==> config.mk <==
export PLATFORM = sky130hd
export DESIGN_NAME = write_buffer
export DESIGN_NICKNAME = d
export VERILOG_FILES = /design/src/rtl/mips_mem_pkg.sv /design/src/rtl/wbuf_match.sv /design/src/rtl/write_buffer.sv
export SDC_FILE = /design/constraint.sdc
export NUM_CORES = 1
export LEC_CHECK = 0
export ABC_AREA = 1
export CORE_MARGIN = 5
export CORE_UTILIZATION = 56
export DETAILED_ROUTE_END_ITERATION = 8
export DONT_BUFFER_PORTS = 1
export GPL_TIMING_DRIVEN = 0
export PLACE_DENSITY_LB_ADDON = 0.25
export SYNTH_ARGS = -nofsm -noshare
export SYNTH_HDL_FRONTEND = slang
export SYNTH_SLANG_ARGS = --single-unit
==> constraint.sdc <==
create_clock -name clk -period 21.1 [get_ports clk]
set_input_delay 2.11 -clock clk [delete_from_list [all_inputs] [get_ports clk]]
set_output_delay 2.11 -clock clk [all_outputs]
set_load 0.1 [all_outputs]
==> src/rtl/mips_mem_pkg.sv <==
// Shared definitions for the store-side memory path: entry layout, byte-enable
// width, word-address slice position and a byte-lane mask helper.
package mips_mem_pkg;

  localparam int WB_AW    = 32;
  localparam int WB_DW    = 32;
  localparam int BYTEEN_W = WB_DW / 8;
  // Word granularity: address bits below WORD_LSB select a byte within a word.
  localparam int WORD_LSB = 2;

  typedef struct packed {
    logic [WB_AW-1:0]    addr;
    logic [WB_DW-1:0]    data;
    logic [BYTEEN_W-1:0] byteen;
    logic                valid;
  } wbuf_entry_t;

  // Expand byte enables into a bit mask covering the enabled data lanes.
  function automatic logic [WB_DW-1:0] lane_mask(input logic [BYTEEN_W-1:0] be);
    logic [WB_DW-1:0] m;
    m = '0;
    for (int i = 0; i < BYTEEN_W; i++) begin
      m[i*8 +: 8] = {8{be[i]}};
    end
    return m;
  endfunction

endpackage

==> src/rtl/wbuf_match.sv <==
// Per-entry word-address comparator vector: bit i is set when entry i is valid
// and its word address equals the key word address.
module wbuf_match
  import mips_mem_pkg::*;
#(
  parameter int DEPTH = 4,
  parameter int WW    = WB_AW - WORD_LSB
) (
  input  logic [DEPTH-1:0][WW-1:0] entry_word,
  input  logic [DEPTH-1:0]         entry_valid,
  input  logic [WW-1:0]            key_word,
  output logic [DEPTH-1:0]         match
);

  genvar gi;
  generate
    for (gi = 0; gi < DEPTH; gi++) begin : g_cmp
      assign match[gi] = entry_valid[gi] && (entry_word[gi] == key_word);
    end
  endgenerate

endmodule

==> src/rtl/write_buffer.sv <==
// Posted store buffer between the data cache and the memory interface.
// Stores are queued in a DEPTH-entry FIFO and drained in strict order with a
// req/ack handshake; loads that hit any pending store word raise rd_hit.
// Optional feature macro WBUF_MERGE_EN: stores to the newest entry's word
// merge into it (when that entry is not the head under issue).
module write_buffer
  import mips_mem_pkg::*;
#(
  parameter int DEPTH = 4,
  parameter int AW    = WB_AW,
  parameter int DW    = WB_DW
) (
  input  logic            clk,
  input  logic            reset,
  input  logic            wr_valid,
  input  logic [AW-1:0]   wr_addr,
  input  logic [DW-1:0]   wr_data,
  input  logic [DW/8-1:0] wr_byteen,
  output logic            wr_ready,
  input  logic [AW-1:0]   rd_addr,
  output logic            rd_hit,
  output logic            mem_req,
  output logic [AW-1:0]   mem_addr,
  output logic [DW-1:0]   mem_data,
  output logic [DW/8-1:0] mem_byteen,
  input  logic            mem_ack,
  output logic            empty
);

  localparam int PW = $clog2(DEPTH);
  localparam int WW = AW - WORD_LSB;
  localparam logic [PW:0] FULL_CNT = (PW+1)'(DEPTH);

  wbuf_entry_t entries [DEPTH];
  logic [PW-1:0] head;
  logic [PW-1:0] tail;
  logic [PW:0]   count;

  logic [DEPTH-1:0][WW-1:0] entry_word;
  logic [DEPTH-1:0]         entry_valid;
  logic [DEPTH-1:0]         rd_match;
  logic                     merge_hit;
  logic                     push;
  logic                     pop;
  logic                     unused_rd_low;

  genvar gi;
  generate
    for (gi = 0; gi < DEPTH; gi++) begin : g_view
      assign entry_word[gi]  = entries[gi].addr[AW-1:WORD_LSB];
      assign entry_valid[gi] = entries[gi].valid;
    end
  endgenerate

  // Byte offset of a load never affects the word match.
  assign unused_rd_low = ^rd_addr[WORD_LSB-1:0];

  wbuf_match #(.DEPTH(DEPTH), .WW(WW)) u_rd_match (
    .entry_word  (entry_word),
    .entry_valid (entry_valid),
    .key_word    (rd_addr[AW-1:WORD_LSB]),
    .match       (rd_match)
  );

`ifdef WBUF_MERGE_EN
  logic [DEPTH-1:0] wr_match;
  logic [PW-1:0]    newest;

  wbuf_match #(.DEPTH(DEPTH), .WW(WW)) u_wr_match (
    .entry_word  (entry_word),
    .entry_valid (entry_valid),
    .key_word    (wr_addr[AW-1:WORD_LSB]),
    .match       (wr_match)
  );

  assign newest = tail - PW'(1);
  // With two or more entries the newest one can never be the head under issue.
  assign merge_hit = wr_valid && (count > (PW+1)'(1)) && wr_match[newest];
`else
  assign merge_hit = 1'b0;
`endif

  // Full refuses new allocations regardless of a same-cycle ack.
  assign wr_ready   = (count != FULL_CNT) || merge_hit;
  assign push       = wr_valid && wr_ready && !merge_hit;
  assign mem_req    = (count != '0);
  assign pop        = mem_ack && mem_req;
  assign empty      = (count == '0);
  assign rd_hit     = |rd_match;
  assign mem_addr   = entries[head].addr;
  assign mem_data   = entries[head].data;
  assign mem_byteen = entries[head].byteen;

  // Pointer, occupancy and entry storage updates; reset drops all pending stores.
  always_ff @(posedge clk or posedge reset) begin
    if (reset) begin
      head  <= '0;
      tail  <= '0;
      count <= '0;
      for (int i = 0; i < DEPTH; i++) begin
        entries[i] <= '0;
      end
    end else begin
      if (push) begin
        entries[tail] <= '{addr: wr_addr, data: wr_data, byteen: wr_byteen, valid: 1'b1};
        tail          <= tail + PW'(1);
      end
`ifdef WBUF_MERGE_EN
      if (merge_hit) begin
        entries[newest].data   <= (entries[newest].data & ~lane_mask(wr_byteen)) |
                                  (wr_data & lane_mask(wr_byteen));
        entries[newest].byteen <= entries[newest].byteen | wr_byteen;
      end
`endif
      // Push and pop never target the same slot: push needs count<DEPTH, pop count>0
      // with head != tail unless full.
      if (pop) begin
        entries[head].valid <= 1'b0;
        head                <= head + PW'(1);
      end
      case ({push, pop})
        2'b10:   count <= count + (PW+1)'(1);
        2'b01:   count <= count - (PW+1)'(1);
        default: count <= count;
      endcase
    end
  end

endmodule

==> results of run 1 <==
-- area by class of cell --
class	count	area, um^2	share of cell area (%)
multi-input combinational	1343	6370	38.5
inverter	200	766	4.63
timing repair buffer	3	70.1	0.424
sequential	283	7080	42.9
buffer	105	803	4.86
tap	335	419	2.54
clock buffer	40	828	5.01
clock inverter	16	188	1.14
-- worst min-delay path, stage by stage (launching register included) --
cell and delay [ps]:
dfrtp_1 340, nand2_1 50, o21ai_0 60
-- layout by cell type, fill, tap and decap left out, drive strengths merged --
cell type  count
nand2        600
o21ai        425
dfrtp        283
inv          200
nor2         166
a21oi         78
buf           78
clkbuf        70
o22ai         41
xnor2         10
clkinv        10
ha             9
xor2           7
nand3          5
clkinvlp       3
bufinv         3
nor3           1
fa             1
-- cells by family after synthesis --
logic type / Yosys count
flops: 283
compound gates: 544
simple gates: 772
fa+ha+maj: 10
buf+inv: 305
xor+xnor: 17
-- metrics by stage --
| step | worst slack, ps | instance area (um^2) | util (%) | hold slack (ps) | cells |
|---|---|---|---|---|---|
| after floorplan | 11180 | 14600 | - | 448 | 1931 |
| after CTS | 15040 | 16500 | 63.8 | 483 | 2325 |
| after detailed placement | 15040 | 15500 | 59.8 | 468 | 2269 |
| after global placement | 8160 | 15100 | 58.1 | 461 | 2266 |
| after global routing | 14940 | 16500 | 63.8 | 502 | 2325 |
| final | 15030 | 16500 | 63.8 | 481 | 2325 |
-- worst paths after layout --
| kind | startpoint | end | slack (ps) | cells after the start |
|---|---|---|---|---|
| hold reg to reg | flop | flop | 480 | 2 |
| max in group asynchronous | reset | asynchronous set/reset pin | 18200 | 3 |
| setup / recovery | rd_addr[8] | rd_hit | 15030 | 11 |
| min in group asynchronous | reset | asynchronous set/reset pin | 1450 | 1 |
| hold / removal | flop | flop | 480 | 2 |
| setup reg to reg | count[2] | count[2] | 18280 | 10 |
-- layer usage --
metal / GRT usage, % / part of all wire, % / vias to the layer above
met5: 0 / 0 / -
met4: 20.3 / 6.3 / 0
met3: 10.4 / 12 / 211
met2: 58.5 / 44 / 884
met1: 50.9 / 38 / 6646
li1: - / - / 6230
==> results_dict.tcl, run 1 <==
set metrics [dict create \
    drtAntennaViolNets 0 \
    synth.most_common_cell "nand2_1" \
    period_minus_slack_ps 6070 \
    synth_top_family_by_area "simple AND/OR/NAND/NOR gates" \
    antenna_found_initial 0 \
    yosys_warnings 0 \
    cts_resized 0 \
    clk_latency_ps 590 \
    dp_hpwl_mm 39.8 \
    wl_per_cell_um 24.6 \
    hold_class "reg -> reg" \
    grt_setup_unrepaired "no" \
    synthFlopType "dfrtp_1" \
    clock_sinks 283 \
    cts_tree "yes" \
    yosysTopAreaCell "dfrtp_1" \
    cts_buffers 30 \
    synth_cell_types 23 \
    finalSetupViolCount 0 \
    drt_iter0_markers 1804 \
    worstPathRequired_ps 18990 \
    drive_gt1_share_pct 10.3 \
    initial_utilization_pct 56.5 \
    finalCritPeriodShare_pct 28.8 \
    track_usage_pct 38.6 \
    fmax_mhz 165 \
    die_w_um 172 \
    synth_common_cells "nand2_1, o21ai_0, dfrtp_1" \
    synth-adder-area-share_pct 0.906 \
    num_rows 59 \
    worstPathCellList "clkbuf_2 > inv_1 > nand2_1 > nand2_1 > nor2_1 > nand2_1 > nor2_1 > nand2_1 > nor2_1 > nor2_1 > nand2_1" \
    synth_fp_nets 2045 \
    via_per_inst 6.01 \
    synthXorXnorAreaFrac_pct 1.02 \
    clk_pin_slew_ps 60 \
    route.detailed.drc 0 \
    io_buffer_count 0 \
    grt_pass1_vias 13600 \
    ios 176 \
    h-tree-depth 1 \
    grt_max_degree 100 \
    setup_tns_ps 0 \
    max_cap_viol_count 0 \
    synth_compound_area_share_pct 18.9 \
    cp_num_buf_inv 2 \
    worst_setup_path_start_kind "input port" \
    synth_area_um2 14600 \
    routed_wl_mm 57.1 \
    tightest_slew_ps 1370 \
    post-cts-setup-buffers 0 \
    netlist_instances 1931 \
    netlist.area_leader.share_pct 48.4 \
    syn_avg_cell_area_um2 7.58 \
    worst_clock_skew_ps 37.6 \
    ys_seq_elements 283 \
    hold_buffers 0 \
    dieArea_um2 29500 \
    synth_mux_area_share_pct 0 \
    maxSlewViolCount 0 \
    slew_headroom_pct 8.96 \
    gp_congestion 1.04 \
    worstSetupPathType "in -> out" \
    cts_root_buf "clkbuf_16" \
    critPathSlowestCell "nand2_1" \
    synth-edff-count 0 \
    drtPass1Iterations 6 \
    area_growth_pct 12.8 \
    die_h_um 172 \
    outcome "completed" \
    nFillCells 2328 \
    gr-total-overflow 0 \
    nNetsFinal 2080 \
    core_area_um2 25900 \
    crit_top_cell "nand2_1" \
    path_delay_family "simple AND/OR/NAND/NOR gates" \
    crit_path_end_kind "output pin" \
    crit_fanout 5 \
    synth_area_leaders "dfrtp_1, nand2_1, o21ai_0" \
    yosys.area_share.simple_pct 20.1 \
    final-hold-violation-count 0 \
    async_flop_share_pct 100 \
    cp_slowest_stage_delay_ps 710 \
    antennaDiodeCount 0 \
    synth_seq_area_share_pct 48.4 \
    cp_data_arrival_time_ps 3960 \
    vias 14000 \
    grt_pass1_wl_mm 84.2 \
    clockBufferDepth 3 \
]
Power of run 1 is not shown: default switching activity piles up to over one toggle a cycle in this logic, so the estimate is an artifact.
==> run 2: changes to the inputs <==
==> constraint.sdc (replaced) <==
create_clock -name clk -period 5.6 [get_ports clk]
set_input_delay 0.56 -clock clk [delete_from_list [all_inputs] [get_ports clk]]
set_output_delay 0.56 -clock clk [all_outputs]
set_load 0.1 [all_outputs]
==> run 2 against run 1 <==
Net effect: worst hold slack lost 320 ps; final cell count grew 0.26%; sequential share of layout area shrank 0.14 points; die area is the same; register-to-register slack lost 16000 ps; first-iteration DRC count grew 3.0%; clock skew grew 9.0 ps; critical path depth shrank 6; largest cell class unchanged.
==> results_dict.tcl, run 2 (synthesis results as in run 1) <==
set metrics [dict create \
    fmax_mhz 255 \
    finalSetupViolCount 0 \
    period_minus_slack_ps 3930 \
    h-tree-depth 1 \
    dp_hpwl_mm 41.2 \
    route.detailed.drc 0 \
    cts_resized 0 \
    track_usage_pct 39.3 \
    instances_no_fill 2331 \
    hold_class "in -> reg" \
    drt_iter0_markers 1859 \
    drive_gt1_share_pct 10.2 \
    grt_setup_unrepaired "no" \
    area_growth_pct 13.2 \
    io_buffer_count 0 \
    wl_per_cell_um 25.1 \
    die_h_um 172 \
    maxSlewViolCount 0 \
    outcome "completed" \
    clock_sinks 283 \
    worstSetupPathType "reg -> out" \
    place_ws_ps 2430 \
    tightest_slew_ps 1370 \
    drtAntennaViolNets 0 \
    final_cell_mix "nand2_1, o21ai_0, dfrtp_1" \
    cts_root_buf "clkbuf_16" \
    worstPathRequired_ps 5040 \
    grt_pass1_vias 13900 \
    worst_setup_path_start_kind "flop" \
    routed_wl_mm 58.5 \
    drtPass1Iterations 6 \
    grt_pass1_wl_mm 85.8 \
    clk_pin_slew_ps 60 \
    cts_tree "yes" \
    die_w_um 172 \
    clockBufferDepth 3 \
    rrSetupSlack_ps 2780 \
    dieArea_um2 29500 \
    grt_max_degree 41 \
    cp_data_arrival_time_ps 3370 \
    nNetsFinal 2087 \
    setup_slack_ps 1670 \
    worst_clock_skew_ps 46.6 \
    vias 14200 \
    core_area_um2 25900 \
    finalCritPeriodShare_pct 70.2 \
    antenna_found_initial 2 \
    crit_path_end_kind "output pin" \
    ios 176 \
    cts_buffers 30 \
    max_cap_viol_count 0 \
    slew_headroom_pct 8.56 \
    clk_latency_ps 600 \
    initial_utilization_pct 56.5 \
    layout_commonest_cell "nand2_1" \
    gr-total-overflow 0 \
    final-hold-violation-count 0 \
    placedCellCount 2275 \
    via_per_inst 6.10 \
    num_rows 59 \
    gp_congestion 0.993 \
    crit_fanout 10 \
]
-- run 2: cell types whose count changed in the layout (fill, tap and decap cells not counted) --
cell | previous run | this run
buf_12 | 0 | 7
clkinv_2 | 9 | 4
clkbuf_1 | 35 | 39
diode_2 | 0 | 3
bufinv_16 | 3 | 1
buf_16 | 2 | 1
clkbuf_8 | 4 | 5
clkinvlp_4 | 3 | 2
dlygate4sd3_1 | 0 | 1
inv_8 | 2 | 1
-- run 2: cell type report --
class | count | area, um^2
Clock buffer | 45 | 857
Clock inverter | 7 | 87.6
Multi-Input combinational cell | 1343 | 6370
Timing Repair Buffer | 10 | 193
Inverter | 200 | 762
Fill cell | 2287 | 9330
Sequential cell | 283 | 7080
Tap cell | 335 | 419
Buffer | 105 | 803
Antenna cell | 3 | 7.51
-- run 2: final timing paths --
| check | to | startpoint | cells past startpoint |
|---|---|---|---|
| max in group asynchronous | asynchronous set/reset pin | reset | 6 |
| hold / removal | flop | wr_data[26] | 2 |
| min in group asynchronous | asynchronous set/reset pin | reset | 2 |
| setup reg to reg | count[2] | count[0] | 10 |
| hold reg to reg | flop | flop | 2 |
| setup / recovery | mem_data[24] | head[1] | 5 |
-- run 2: critical path, stage by stage, from the launching register on --
cell	delay [ps]
dfrtp_1	510
inv_1	260
buf_2	360
buf_2	500
o21ai_0	230
o22ai_2	900
-- run 2: stage by stage --
step	utilization (%)	cell area (um^2)	hold slack (ps)	TNS, ps
finish	64.0	16600	156	0
global route	64.0	16600	158	0
CTS	63.9	16600	151	0
detailed placement	60.3	15600	468	0
global placement	58.2	15100	460	-53000
floorplan	-	14700	448	0
-- run 2: layer usage --
metal	vias up	GRT usage, %	part of all wire (%)
met2	935	59.6	44
li1	6254	-	-
met4	0	21.3	6.2
met5	-	0	0
met3	206	10.5	12
met1	6815	51.6	38
-- run 2: repair_timing --
item                      CTS  global route
hold endpoints to repair   18             0
buffers inserted            0             0
hold buffers                1             0
Power of run 2 is left out for the same reason.
